--- src/rtl/pipelined_select_adder.sv ---
// Pipelined carry-select adder: one W-bit segment is added per stage, with the
// carry handed forward in a register; the result can wrap or saturate on signed overflow.
module pipelined_select_adder #(
    parameter int N        = 32,
    parameter int STAGES   = 4,
    parameter int SATURATE = 0
) (
    input  logic         clk,
    input  logic         rst,
    input  logic         in_valid,
    output logic         in_ready,
    input  logic [N-1:0] in1,
    input  logic [N-1:0] in2,
    input  logic         cin,
    output logic         out_valid,
    input  logic         out_ready,
    output logic [N-1:0] sum,
    output logic         cout,
    output logic         OF,
    input  logic         of_clr,
    output logic [15:0]  of_count
);

    localparam int W    = N / STAGES;
    localparam int LAST = STAGES - 1;

    if (STAGES < 1 || (N % STAGES) != 0) begin : g_param_check
        $error("pipelined_select_adder: N must be a positive multiple of STAGES");
    end

    // The whole pipeline moves in lockstep; a stalled output freezes every stage.
    logic adv;
    assign adv      = !out_valid || out_ready;
    assign in_ready = adv;

    // Stage k sees x_in = {operand A bits not yet added, sum bits already produced},
    // y_in = operand B bits not yet added, and the carry out of the previous segment.
    for (genvar k = 0; k < STAGES; k++) begin : g_stage
        localparam int LO = k * W;
        localparam int HI = N - LO;

        logic [N-1:0]  x_in;
        logic [HI-1:0] y_in;
        logic          c_in;
        logic          v_in;

        logic [W-1:0]  seg_a;
        logic [W-1:0]  seg_b;
        logic [W:0]    sum0;
        logic [W:0]    sum1;
        logic [W:0]    sel;
        logic [N-1:0]  x_next;

        assign seg_a = x_in[LO +: W];
        assign seg_b = y_in[W-1:0];
        assign sum0  = {1'b0, seg_a} + {1'b0, seg_b};
        assign sum1  = {1'b0, seg_a} + {1'b0, seg_b} + (W+1)'(1);
        assign sel   = c_in ? sum1 : sum0;

        // NOTE: always_comb assigns a full default before the partial overwrite, so no latch is inferred.
        always_comb begin
            x_next          = x_in;
            x_next[LO +: W] = sel[W-1:0];
        end

        if (k == 0) begin : g_head
            assign x_in = in1;
            assign y_in = in2;
            assign c_in = cin;
            assign v_in = in_valid;
        end else begin : g_body
            // NOTE: control state (valid, carry) is reset; the operand/sum datapath is not, since it is qualified by valid.
            always_ff @(posedge clk) begin
                if (rst) begin
                    v_in <= 1'b0;
                    c_in <= 1'b0;
                end else if (adv) begin
                    v_in <= g_stage[k-1].v_in;
                    c_in <= g_stage[k-1].sel[W];
                end
            end

            always_ff @(posedge clk) begin
                if (adv) begin
                    x_in <= g_stage[k-1].x_next;
                    y_in <= g_stage[k-1].y_in[HI+W-1:W];
                end
            end
        end
    end

    // The top segment is added in the last stage, so its x_in/y_in still carry the operand sign bits.
    logic         a_msb;
    logic         b_msb;
    logic         raw_msb;
    logic         of_raw;
    logic [N-1:0] sat_val;
    logic [N-1:0] final_sum;

    assign a_msb   = g_stage[LAST].x_in[N-1];
    assign b_msb   = g_stage[LAST].y_in[W-1];
    assign raw_msb = g_stage[LAST].sel[W-1];
    assign of_raw  = (a_msb == b_msb) && (raw_msb != a_msb);
    assign sat_val = a_msb ? {1'b1, {(N-1){1'b0}}} : {1'b0, {(N-1){1'b1}}};

    always_comb begin
        final_sum = g_stage[LAST].x_next;
        if (SATURATE != 0 && of_raw) begin
            final_sum = sat_val;
        end
    end

    // NOTE: sequential state uses non-blocking assignments so every register samples pre-edge values.
    always_ff @(posedge clk) begin
        if (rst) begin
            out_valid <= 1'b0;
            sum       <= '0;
            cout      <= 1'b0;
            OF        <= 1'b0;
        end else if (adv) begin
            out_valid <= g_stage[LAST].v_in;
            if (g_stage[LAST].v_in) begin
                sum  <= final_sum;
                cout <= g_stage[LAST].sel[W];
                OF   <= of_raw;
            end
        end
    end

    // Clear wins over a coincident overflow transfer; the count sticks at its maximum.
    always_ff @(posedge clk) begin
        if (rst || of_clr) begin
            of_count <= '0;
        end else if (out_valid && out_ready && OF && of_count != 16'hFFFF) begin
            of_count <= of_count + 16'd1;
        end
    end

endmodule
--- config.mk ---
export PLATFORM = sky130hd
export DESIGN_NAME = pipelined_select_adder
export DESIGN_NICKNAME = d
export VERILOG_FILES = /design/src/rtl/pipelined_select_adder.sv
export SDC_FILE = /design/constraint.sdc
export NUM_CORES = 1
export LEC_CHECK = 0
export ABC_AREA = 1
export BUFFER_PORTS_ARGS = -buffer_cell sky130_fd_sc_hd__buf_2
export CORE_MARGIN = 2
export CORE_UTILIZATION = 52
export CTS_CLUSTER_SIZE = 14
export DETAILED_ROUTE_END_ITERATION = 8
export PLACE_DENSITY_LB_ADDON = 0.12
export SETUP_SLACK_MARGIN = 0.15
export SYNTH_ARGS = -nofsm -noshare
export SYNTH_HDL_FRONTEND = slang
export SYNTH_SLANG_ARGS = --single-unit
export TNS_END_PERCENT = 30
--- constraint.sdc ---
create_clock -name clk -period 4.4 [get_ports clk]
set_input_delay 0 -clock clk [delete_from_list [all_inputs] [get_ports clk]]
set_output_delay 0 -clock clk [all_outputs]
set_load 0.05 [all_outputs]
==> results by group <==
Setup path
  • Worst Path Required: 4.40 ns
  • Crit-path slowest cell: inv_6
  • Crit path arrival time: roughly 2.6 ns
  • CP Cell Sequence: inv_1 -> nor2_1 -> inv_6 -> buf_4 -> buf_2
  • Top Family by Delay on Critical Path: buffers and inverters
  • Kind of critical path: reg2out
  • Worst-path maximum fanout: about 130
  • WP buf/inv: 4
  • Slowest cell delay on critical path: approximately 0.74 ns
  • CP Capture Type: primary output
  • Worst setup SP type: flip-flop

Pwr
  • Max rail drop VDD: roughly 0.33 mV
  • Power density over cell area: 430 mW/mm2
  • Final Power: approximately 0.0046 W
  • Leakage: about 4.7 nW

Yosys
  • Synth area leader: edfxtp_1
  • Syn. warnings: 0
  • Synth Cell Area: slightly below 0.009 mm2
  • Most used DFF post-synth: edfxtp_1
  • Async S/R FF share, synth: 0%
  • Top-count cell post-synth: edfxtp_1
  • Mapped Avg Cell Area: about 11 um2
  • Synth top cells by count: 144 x edfxtp_1, 120 x nand2_1, 92 x nor2_1
  • Yosys cell types: 33
  • Sequential fraction of the synthesis area: between 60 and 70%
  • Largest cells by area after synthesis: edfxtp_1 50%, dfxtp_1 13%, ha_1 5.3%
  • Register bit total from synthesis: between 200 and 250
  • Syn nets: ~910
  • Post-synth EDFFs: around 140
  • Yosys top cell area share: slightly below 50%
  • Syn Inst Count: approximately 800

Timing
  • Final setup fails: 0
  • Final hold vios: 0
  • Minimum clock period: about 2.6 ns
  • Fin Hold WS: approximately 0.024 ns
  • Fmax: around 380 MHz
  • Clock Skew: 0.00948 ns
  • RSZ-0062 raised after global routing: no
  • Final Max Tran Viols: 0
  • Least-Margin Pin Slew: about 1.1 ns
  • Final TNS setup: 0 ns
  • Fin crit share: between 50% and 60%
  • Rel. slew slack: 24.8%

Global routing
  • Met3 GRT Util: between 3 and 4%
  • Met1 GRT Util: between 20% and 30%
  • Gr ovfl total: 0
  • Global-route wire length before repair: about 26 mm
  • GR Util met2: 29.8%
  • Largest net degree at the start of global routing: approximately 130
  • Layer carrying the most global-route usage: met2
  • Total GRT Usage: 17.8%
  • Number of global-route vias before repair: 5617
  • Initial antenna violation count: 0

Routing
  • Vias per cell: just under 5
  • Detailed Route Iter0 Violations: around 290
  • DRT Pass-1 Iters: 5
  • DR vias: 5906
  • Final wirelength: about 15 mm
  • Drt drc: 0
  • Routed len/inst: about 13 um
  • Antenna-violating nets left: 0

Floorplanning
  • Site row count: 47
  • Die width: around 130 um
  • Die Ht: 134 um
  • Initial core utilization: between 50 and 60%
  • I/O Pins: approximately 120
  • Die area: roughly 0.018 mm2
  • Core area: 0.0165 mm2

Cells and area
  • Final Cell Area: approximately 0.011 mm2
  • Number of inserted diodes: 0
  • Final Util: between 60% and 70%
  • Layout net count: 1096
  • Layout cells sized above 1: between 10% and 20%
  • Area Overhead vs Synth: 23.6%

Hold path
  • Hold/Removal Path Class: in2reg

Clock tree
  • Cts repair resizes: 0
  • Setup Buffers After CTS: 0
  • Num CTS Buffers: 21
  • CTS H-tree lvls: 1
  • Hold-fix buffers, CTS: between 50 and 60
  • Clock Tree Buf Depth: 3
  • CTS sink count: ~200
  • Worst-skew pair later-pin latency: between 0.4 and 0.5 ns
  • Root Driver: clkbuf_16
  • CTS tree: built
  • Clock slew seen by the registers of the worst setup and hold paths: roughly 0.060 ns

Outcome
  • Status: complete, no violations

Placement
  • DP Area: about 0.0096 mm2
  • Post-DP HPWL: 9.82 mm
  • Number of I/O port buffers: 121
  • GP Congestion: just over 0.8

Run
  • Max Cap Violations: 0
==> through the flow <==
step           worst slack (ns)  cells
6_report                   1.79   1219
5_1_grt                    1.58   1219
4_1_cts                    1.74   1219
3_5_place_dp               2.02   1129
3_3_place_gp               2.13   1129
2_1_floorplan             0.956    797
==> layout by cell type (no fill, tap or decap), types with 2 or more instances in the layout <==
cell | netlist | final
edfxtp_1 | 144 | 144
buf_2 | 2 | 121
nand2_1 | 120 | 120
nor2_1 | 92 | 91
inv_1 | 88 | 88
dfxtp_1 | 57 | 57
o21ai_0 | 53 | 53
dlygate4sd3_1 | 0 | 53
a21oi_1 | 39 | 39
nand3_1 | 39 | 39
ha_1 | 37 | 37
clkbuf_16 | 0 | 21
xor2_1 | 19 | 19
nand4_1 | 18 | 18
xnor2_1 | 17 | 17
nor3_1 | 14 | 14
nor2_2 | 5 | 6
clkinv_1 | 2 | 6
clkinv_2 | 0 | 6
xor2_2 | 5 | 5
nand3b_1 | 5 | 5
nand3_2 | 5 | 5
o21bai_1 | 4 | 4
fa_1 | 4 | 4
nand2_2 | 3 | 3
nor4_1 | 3 | 3
bufinv_16 | 0 | 3
a21oi_2 | 2 | 2
nor4_2 | 2 | 2
nand2b_1 | 2 | 2
or2_1 | 2 | 2
clkbuf_1 | 9 | 2
buf_4 | 0 | 2
==> path summary, 6_finish.rpt <==
path / startpoint / end / slack [ns] / depth (start not counted)
setup reg to reg: g_stage[2].x_in[16] / g_stage[3].c_in / 2.04 / 14
hold reg to reg: g_stage[1].y_in[11] / g_stage[2].y_in[3] / 0.42 / 0
setup / recovery: out_valid / in_ready / 1.79 / 5
hold / removal: in2[0] / g_stage[1].x_in[0] / 0.02 / 3
==> cells by family after synthesis <==
family,synth area share [%]
XOR/XNOR,4.54
flip-flops,62.6
AND/OR/NAND/NOR,16.3
adder cells (fa/ha/maj),6.22
AO/OA/AOI/OAI,5.89
buffers and inverters,4.41
==> area by class of cell <==
cell class | count | area [um2]
flip-flops and latches | 201 | 5470
clock buffers | 23 | 533
fillers | 1320 | 5730
repair buffers | 176 | 1150
well taps | 220 | 275
clock inverters | 14 | 139
multi-input cells | 494 | 2880
inverters | 91 | 347
==> worst min-delay path: stages <==
cell    delay (ns)
buf_2         0.08
ha_1          0.17
xor2_1        0.09
==> sequential cells by signal (all words and copies together), names as in the netlist, 3 cells and up <==
name and flops:
g_stage.x_in 96, g_stage.y_in 40, sum 32, of_count 16, g_stage.seg_b 8, g_stage.c_in 3
g_stage.v_in 3
==> metal layers <==
layer  part of all wire, %  routed length (um)  vias to the layer above
met5                     0                   0                        -
li1                      -                   -                     3096
met1                    45                6960                     2648
met4                   2.1                 318                        0
met3                   5.1                 794                       26
met2                    48                7410                      136
==> power by group <==
part	internal [W]	total, W	leakage, nW	switching, W
clock network	0.00104	0.00171	0.335	0.000667
logic	0.000234	0.000605	2.42	0.000371
registers	0.00226	0.00232	1.98	0.0000631
Power figures use the tool's default switching activity.
